===== src/rtl/fact_pkg.sv =====
// Shared constants for the factorial accelerator MMIO front end:
// address map, CTRL/STATUS bit positions and the sequencing FSM states.
package fact_pkg;

  localparam logic [1:0] FACT_A_N      = 2'd0;
  localparam logic [1:0] FACT_A_CTRL   = 2'd1;
  localparam logic [1:0] FACT_A_STATUS = 2'd2;
  localparam logic [1:0] FACT_A_RESULT = 2'd3;

  localparam int unsigned CTRL_GO_BIT  = 0;
  localparam int unsigned CTRL_CLR_BIT = 1;
  localparam int unsigned CTRL_IE_BIT  = 2;

  localparam int unsigned STAT_DONE_BIT = 0;
  localparam int unsigned STAT_ERR_BIT  = 1;
  localparam int unsigned STAT_BUSY_BIT = 2;

  typedef enum logic [1:0] {
    IDLE  = 2'd0,
    START = 2'd1,
    BUSY  = 2'd2
  } fact_mmio_state_t;

endpackage


===== src/rtl/fact_mmio.sv =====
// Register front end for the factorial accelerator: operand latch, start pulse,
// result/error capture. Define FACT_IRQ_EN to add the IE bit and the irq output.
module fact_mmio
  import fact_pkg::*;
#(
  parameter int unsigned DATA_W = 32,
  parameter int unsigned N_W    = 4,
  parameter int unsigned RES_W  = 32
) (
  input  logic              CLK,
  input  logic              RST,
  input  logic              WE,
  input  logic [1:0]        A,
  input  logic [DATA_W-1:0] WD,
  output logic [DATA_W-1:0] RD,
  output logic [N_W-1:0]    n_out,
  output logic              go_out,
  input  logic              done_in,
  input  logic              error_in,
  input  logic [RES_W-1:0]  result_in
`ifdef FACT_IRQ_EN
  ,
  output logic              irq
`endif
);

  fact_mmio_state_t state_q, state_d;

  logic [N_W-1:0]   n_q;
  logic [RES_W-1:0] result_q;
  logic             done_q;
  logic             err_q;
  logic             go_q;
  logic             ie_rd;

  logic idle;
  logic wr_n;
  logic wr_ctrl;
  logic go_req;
  logic clr_req;

  // Only the low WD bits are architected; the rest are don't-care on writes.
  logic unused_wd;
  assign unused_wd = ^WD;

  assign idle    = (state_q == IDLE);
  assign wr_n    = WE && (A == FACT_A_N) && idle;
  assign wr_ctrl = WE && (A == FACT_A_CTRL);
  assign go_req  = wr_ctrl && WD[CTRL_GO_BIT] && idle;
  assign clr_req = wr_ctrl && WD[CTRL_CLR_BIT] && !WD[CTRL_GO_BIT] && idle;

  always_comb begin
    state_d = state_q;
    case (state_q)
      IDLE:    if (go_req) state_d = START;
      START:   state_d = BUSY;
      BUSY:    if (done_in) state_d = IDLE;
      default: state_d = IDLE;
    endcase
  end

  // GO clears the previous outcome; completion/error only count while BUSY.
  always_ff @(posedge CLK) begin
    if (RST) begin
      state_q  <= IDLE;
      n_q      <= '0;
      result_q <= '0;
      done_q   <= 1'b0;
      err_q    <= 1'b0;
      go_q     <= 1'b0;
    end else begin
      state_q <= state_d;
      go_q    <= (state_d == START);
      if (wr_n) n_q <= WD[N_W-1:0];
      if (go_req) begin
        done_q   <= 1'b0;
        err_q    <= 1'b0;
        result_q <= '0;
      end else if (clr_req) begin
        done_q <= 1'b0;
        err_q  <= 1'b0;
      end else if (state_q == BUSY) begin
        if (error_in) err_q <= 1'b1;
        if (done_in) begin
          result_q <= result_in;
          done_q   <= 1'b1;
        end
      end
    end
  end

`ifdef FACT_IRQ_EN
  logic ie_q;
  logic irq_q;

  // irq follows DONE&IE one cycle late, but drops on the edge that clears either.
  always_ff @(posedge CLK) begin
    if (RST) begin
      ie_q  <= 1'b0;
      irq_q <= 1'b0;
    end else begin
      if (wr_ctrl) ie_q <= WD[CTRL_IE_BIT];
      irq_q <= done_q && ie_q &&
               !(go_req || clr_req || (wr_ctrl && !WD[CTRL_IE_BIT]));
    end
  end

  assign ie_rd = ie_q;
  assign irq   = irq_q;
`else
  assign ie_rd = 1'b0;
`endif

  always_comb begin
    RD = '0;
    case (A)
      FACT_A_N:      RD = DATA_W'(n_q);
      FACT_A_CTRL:   RD[CTRL_IE_BIT] = ie_rd;
      FACT_A_STATUS: begin
        RD[STAT_DONE_BIT] = done_q;
        RD[STAT_ERR_BIT]  = err_q;
        RD[STAT_BUSY_BIT] = !idle;
      end
      FACT_A_RESULT: RD = DATA_W'(result_q);
      default:       RD = '0;
    endcase
  end

  assign n_out  = n_q;
  assign go_out = go_q;

endmodule


===== config.mk =====
export PLATFORM = sky130hd
export DESIGN_NAME = fact_mmio
export DESIGN_NICKNAME = d
export VERILOG_FILES = /design/src/rtl/fact_pkg.sv /design/src/rtl/fact_mmio.sv
export SDC_FILE = /design/constraint.sdc
export NUM_CORES = 1
export LEC_CHECK = 0
export ABC_AREA = 0
export CAP_MARGIN = 0
export CORE_ASPECT_RATIO = 0.8
export CORE_MARGIN = 1
export CORE_UTILIZATION = 40
export DETAILED_ROUTE_END_ITERATION = 10
export PLACE_DENSITY = 0.83
export SKIP_CTS_REPAIR_TIMING = 1
export SYNTH_ARGS = -nofsm -noshare
export SYNTH_HDL_FRONTEND = slang
export SYNTH_SLANG_ARGS = --single-unit

===== constraint.sdc =====
create_clock -name CLK -period 2.9 [get_ports CLK]
set_input_delay 0.435 -clock CLK [delete_from_list [all_inputs] [get_ports CLK]]
set_output_delay 0.435 -clock CLK [all_outputs]
set_load 0.03 [all_outputs]

==> metrics, run 1 <==
status=complete, no violations; worst-margin pin slew=0.523 ns; Final Cell Area=2720 um^2; Worst setup SP type=input port; most frequent CP cell=buf_4; synthesized area per cell=8.76 um^2; Adder-Cell Fraction of Synth Area=2.59%; Pleak=approximately 0.0010 uW; PD cells=387 nW/um^2; synth top area cells=dfxtp_1 42%, a21oi_2 14%, nand2_1 13%; Post-Synth XOR/XNOR Area=0%; std cell rows=22; Setup TNS=0 ns; Finished Layout Cells=358; nets=approximately 370; compound-cell area share of the yosys netlist=18.7%; Critical Path RT=2.47 ns; width of the die=79.8 um; Critical path buffers and inverters=3; final setup vio count=0; GP Congestion=0.783; Worst Slack Setup Final=0.515 ns; most common library cells after synthesis=65 x nand2_1, 41 x dfxtp_1, 30 x a21oi_2; Post-Route WL=4.39 mm; initial core utilization=between 40% and 50%; WL per Instance=12.3 um; crit path capture type=output pin; Final period util=82.2%; CTS Root Cell=clkbuf_8; first-pass GRT wire length=7.26 mm; final hold vios=0; CTS buffer count=5; Synth Instances=between 200 and 250; DR pass1 iterations=4; Yosys warning count=0; flip-flop and latch count after synthesis=41; core area=4620 um^2; largest family of logic cells by synthesized area=simple AND/OR/NAND/NOR gates; worst-case clock buffer depth=2; worst-path maximum fanout=12; DR vias=approximately 1700; drt initial violations=72; asr flop ratio synth=0%; RSZ-0062 raised after global routing=false; CP Data Arrival Time=1.95 ns; Ant. Diodes=0; dpl cell area=2640 um^2; Slew HR=65.1%; fill count=425; Clock Latency Late Sink=0.29 ns; Top FF cell, synth=dfxtp_1; largest net degree at the start of global routing=33; pre-CTS setup slack=0.490 ns; number of global-route vias before repair=1569; initial antenna violation count=0; simple-gate area share of the yosys netlist=between 20% and 30%; critical path type=input port to output pin; number of flops mapped to enable cells by yosys=0; Max Clock Freq=419 MHz; CTS sink cnt=41; gr usage total=between 15 and 20%; CTS tree=yes; synth unique cells=29; top-area cell type share of the netlist area=42.4%; die area=5120 um^2; P&R area growth vs syn=40.7%; dpl hpwl=3.09 mm; CP cell instances=clkdlybuf4s50_1 > ha_1 > buf_4 > a22oi_1 > nor2_1 > buf_4; drt drc=0; die height=64.2 um; Max Cap Viol=0; clock period minus worst slack=2.39 ns; clock-pin slew on the worst setup and hold paths=0.08 ns; fraction of layout cells with a size suffix above 1=26.5%; Post-Syn Area=1940 um^2; slowest CP cell=clkdlybuf4s50_1; I/O Buffers=79; largest area contributor in the netlist=dfxtp_1; Hold Path Class=flip-flop to flip-flop; Placed Cells incl. Taps=350; critical path's top delay family=buffers and inverters; slowest stage delay, CP=0.52 ns; skew final=0.00130 ns; Mapped Nets=about 300; total congestion overflow=0; max-slew violation count=0; mux share of post-synthesis cell area=2.59%; post-route ant nets=0; IO Count=108; Seq/Total Area, Yosys=42.4%; Worst VDD drop=0.217 mV; top-count cell post-synth=nand2_1; Via density=4.68; H-tree depth=2
==> flip-flops by register name, indices dropped and copies added, names as in the netlist <==
signal    cells
result_q     32
n_out         4
state_q       2
done_q        1
err_q         1
go_out        1
==> per-layer routing <==
metal / GRT usage (%) / routed length (um) / vias up
met2: 30.2 / 2020 / 51
met3: 5.29 / 269 / 4
met5: 0 / 0 / -
met1: 23.4 / 2070 / 755
met4: 5.36 / 36 / 0
li1: - / - / 866
==> cells by family after synthesis <==
family | after synthesis
muxes | 5
and+or+nand+nor | 111
AOI/OAI and AO/OA | 42
buffers and inverters | 18
DFF | 41
adders and majority gates | 4
==> metrics by stage <==
stage          hold WS (ns)  total power, uW  utilization [%]
2_1_floorplan         0.430              637                -
3_3_place_gp          0.443              706             57.0
3_5_place_dp          0.450              707             57.0
5_1_grt               0.478             1110             58.9
4_1_cts               0.461             1060             58.9
6_report              0.462             1060             58.9
==> power breakdown <==
group / internal, uW / total (uW) / leakage [uW] / switching (uW)
clock network: 166 / 362 / 0.0000439 / 196
logic: 69.5 / 123 / 0.000641 / 53.2
registers: 567 / 571 / 0.000331 / 3.45
==> placed cells by master, fill, tap and decap left out, drive strengths merged <==
cell | Yosys | layout
a21o | 1 | 1
a21oi | 33 | 33
a222oi | 2 | 2
a22oi | 1 | 1
a31oi | 1 | 1
a41o | 1 | 1
a41oi | 1 | 1
and2 | 28 | 28
and3b | 1 | 1
and4bb | 1 | 1
buf | 11 | 37
clkbuf | 4 | 5
clkdlybuf4s50 | 0 | 47
clkinv | 0 | 2
clkinvlp | 0 | 1
dfxtp | 41 | 41
ha | 4 | 4
inv | 3 | 3
mux2i | 5 | 5
nand2 | 65 | 65
nand3 | 1 | 1
nand3b | 1 | 1
nor2 | 10 | 10
nor2b | 1 | 1
nor3b | 2 | 2
o21a | 1 | 1
o21ai | 1 | 1
or2 | 1 | 1
==> worst register-to-register path: stages, from the launching register on <==
cell	delay, ns
dfxtp_1	0.38
nor2_2	0.18
a41o_4	0.58
a21oi_1	0.10
==> worst paths after layout <==
check	end	from	depth (start not counted)	slack (ns)
max	RD[3]	A[1]	6	0.51
min	result_q[14]	result_q[14]	2	0.46
max reg2reg	result_q[3]	state_q[1]	3	1.53
min reg2reg	result_q[14]	result_q[14]	2	0.46
==> final cells by class <==
type	instances	area [um^2]	share of cell area, %
Sequential cell	41	821	30.1
Timing Repair Buffer	84	748	27.5
Clock buffer	5	68.8	2.53
Tap cell	60	75.1	2.76
Clock inverter	3	17.5	0.643
Multi-Input combinational cell	162	982	36.1
Inverter	3	11.3	0.413
Note: power is estimated with default switching activity, not from simulation.
==> inputs of run 2 (changes only) <==
Settings changed: CORE_UTILIZATION 40 to 38, PLACE_DENSITY 0.83 to 0.79.
Clock period 2.9 ns to 2.5 ns, I/O delays scaled along.
==> run 2 against run 1 <==
Critical path depth unchanged. Cell count down 0.28%. Flip-flop and latch count unchanged. Clock-buffer cell count up 2. Register-to-register slack worse by 0.39 ns. Sequential power up 16%. Non-clock buffer count unchanged. Critical path type unchanged. Largest cell class unchanged.
==> metrics, run 2 (synthesis gave the netlist of run 1 again) <==
Post-Route WL=between 4 and 5 mm; gr usage total=18.0%; GP Congestion=0.739; Ant. Diodes=0; Hold Crit Start=result_q[4]; most frequent cells in the layout=65 x nand2_1, 47 x clkdlybuf4s50_1, 41 x dfxtp_1; Worst VDD drop=about 0.23 mV; IO Count=about 110; post-route ant nets=0; overall power=1230 uW; Slew HR=between 60% and 70%; nets=372; CTS tree=yes; final setup vio count=0; status=complete, no violations; Clock Latency Late Sink=0.29 ns; fill count=464; Hold Path Class=flip-flop to flip-flop; I/O Buffers=79; fraction of layout cells with a size suffix above 1=between 20% and 30%; RSZ-0062 raised after global routing=false; Critical R2R Launch=state_q[1]; clock-pin slew on the worst setup and hold paths=0.07 ns; Final Cell Area=about 2700 um^2; worst-case clock buffer depth=2; CTS buffer count=5; drt drc=0; dpl hpwl=approximately 3.1 mm; reg2reg setup slack=~1.1 ns; Setup crit start=A[0]; R2R depth=3; skew final=0.00309 ns; drt initial violations=59; core area=4730 um^2; CTS sink cnt=41; Worst setup SP type=input port; dpl cell area=2640 um^2; std cell rows=22; CP Data Arrival Time=1.81 ns; PD cells=453 nW/um^2; crit path capture type=output pin; initial antenna violation count=0; Critical Path RT=~2.1 ns; WL per Instance=around 12 um; Top reg by flops=result_q; P&R area growth vs syn=40.7%; initial core utilization=40.9%; max FFs per register=32; largest net degree at the start of global routing=33; Multi-input gate area=slightly below 1000 um^2; Setup TNS=0 ns; worst-path maximum fanout=6; Via density=between 4 and 5; die area=5380 um^2; Hold Slack=0.454 ns; reg2reg end=result_q[4]; total congestion overflow=0; die height=65.8 um; H-tree depth=2; most common cell after layout, fill and taps aside=nand2_1; Max Clock Freq=457 MHz; Max Cap Viol=0; width of the die=approximately 80 um; DR vias=1724; final hold vios=0; DR pass1 iterations=4; clock period minus worst slack=2.19 ns; worst-margin pin slew=between 0.5 and 0.6 ns; first-pass GRT wire length=7.34 mm; Worst Hold Endpoint=result_q[4]; Reg area=821 um^2; Pleak=just over 0.001 uW; max-slew violation count=0; Final period util=87.6%; CTS Root Cell=clkbuf_8; worst hold stages=2; number of global-route vias before repair=between 1500 and 2000; critical path type=input port to output pin
==> run 2: where the power goes <==
part,leakage [uW],switching [uW],internal (uW)
combinational,0.000641,60.6,80.6
clock,0.0000443,211,219
sequential,0.000331,4.18,658
==> run 2: how the worst max path moves through the flow <==
stage	end	slack [ns]
after floorplan	RD[3]	0.80
after global placement	RD[0]	0.35
after detailed placement	RD[0]	0.33
after CTS	RD[0]	0.33
after global routing	RD[1]	0.23
final	RD[0]	0.31
==> run 2: layout make-up <==
type                            instances  share of cell area [%]
Timing Repair Buffer                   84                    27.5
Clock buffer                            7                    3.17
Inverter                                3                   0.413
Tap cell                               60                    2.76
Sequential cell                        41                    30.1
Multi-Input combinational cell        162                    36.1
==> run 2: critical path, stage by stage <==
cell             delay (ns)
clkdlybuf4s50_1        0.52
inv_1                  0.08
ha_1                   0.28
a222oi_1               0.30
nor2_1                 0.08
buf_4                  0.17
==> run 2: per-layer routing <==
| layer | wire length (um) | GRT usage [%] | up-vias |
|---|---|---|---|
| li1 | - | - | 865 |
| met1 | 1930 | 22.8 | 781 |
| met2 | 2010 | 28.5 | 66 |
| met3 | 389 | 5.52 | 12 |
| met4 | 87 | 7.02 | 0 |
| met5 | 0 | 0 | - |
==> run 2: per-stage QoR <==
stage | util, % | setup slack (ns) | std cells
2_1_floorplan | - | 0.804 | 221
3_3_place_gp | 55.7 | 0.354 | 350
3_5_place_dp | 55.7 | 0.334 | 350
4_1_cts | 57.5 | 0.327 | 357
5_1_grt | 57.5 | 0.234 | 357
6_report | 57.5 | 0.310 | 357
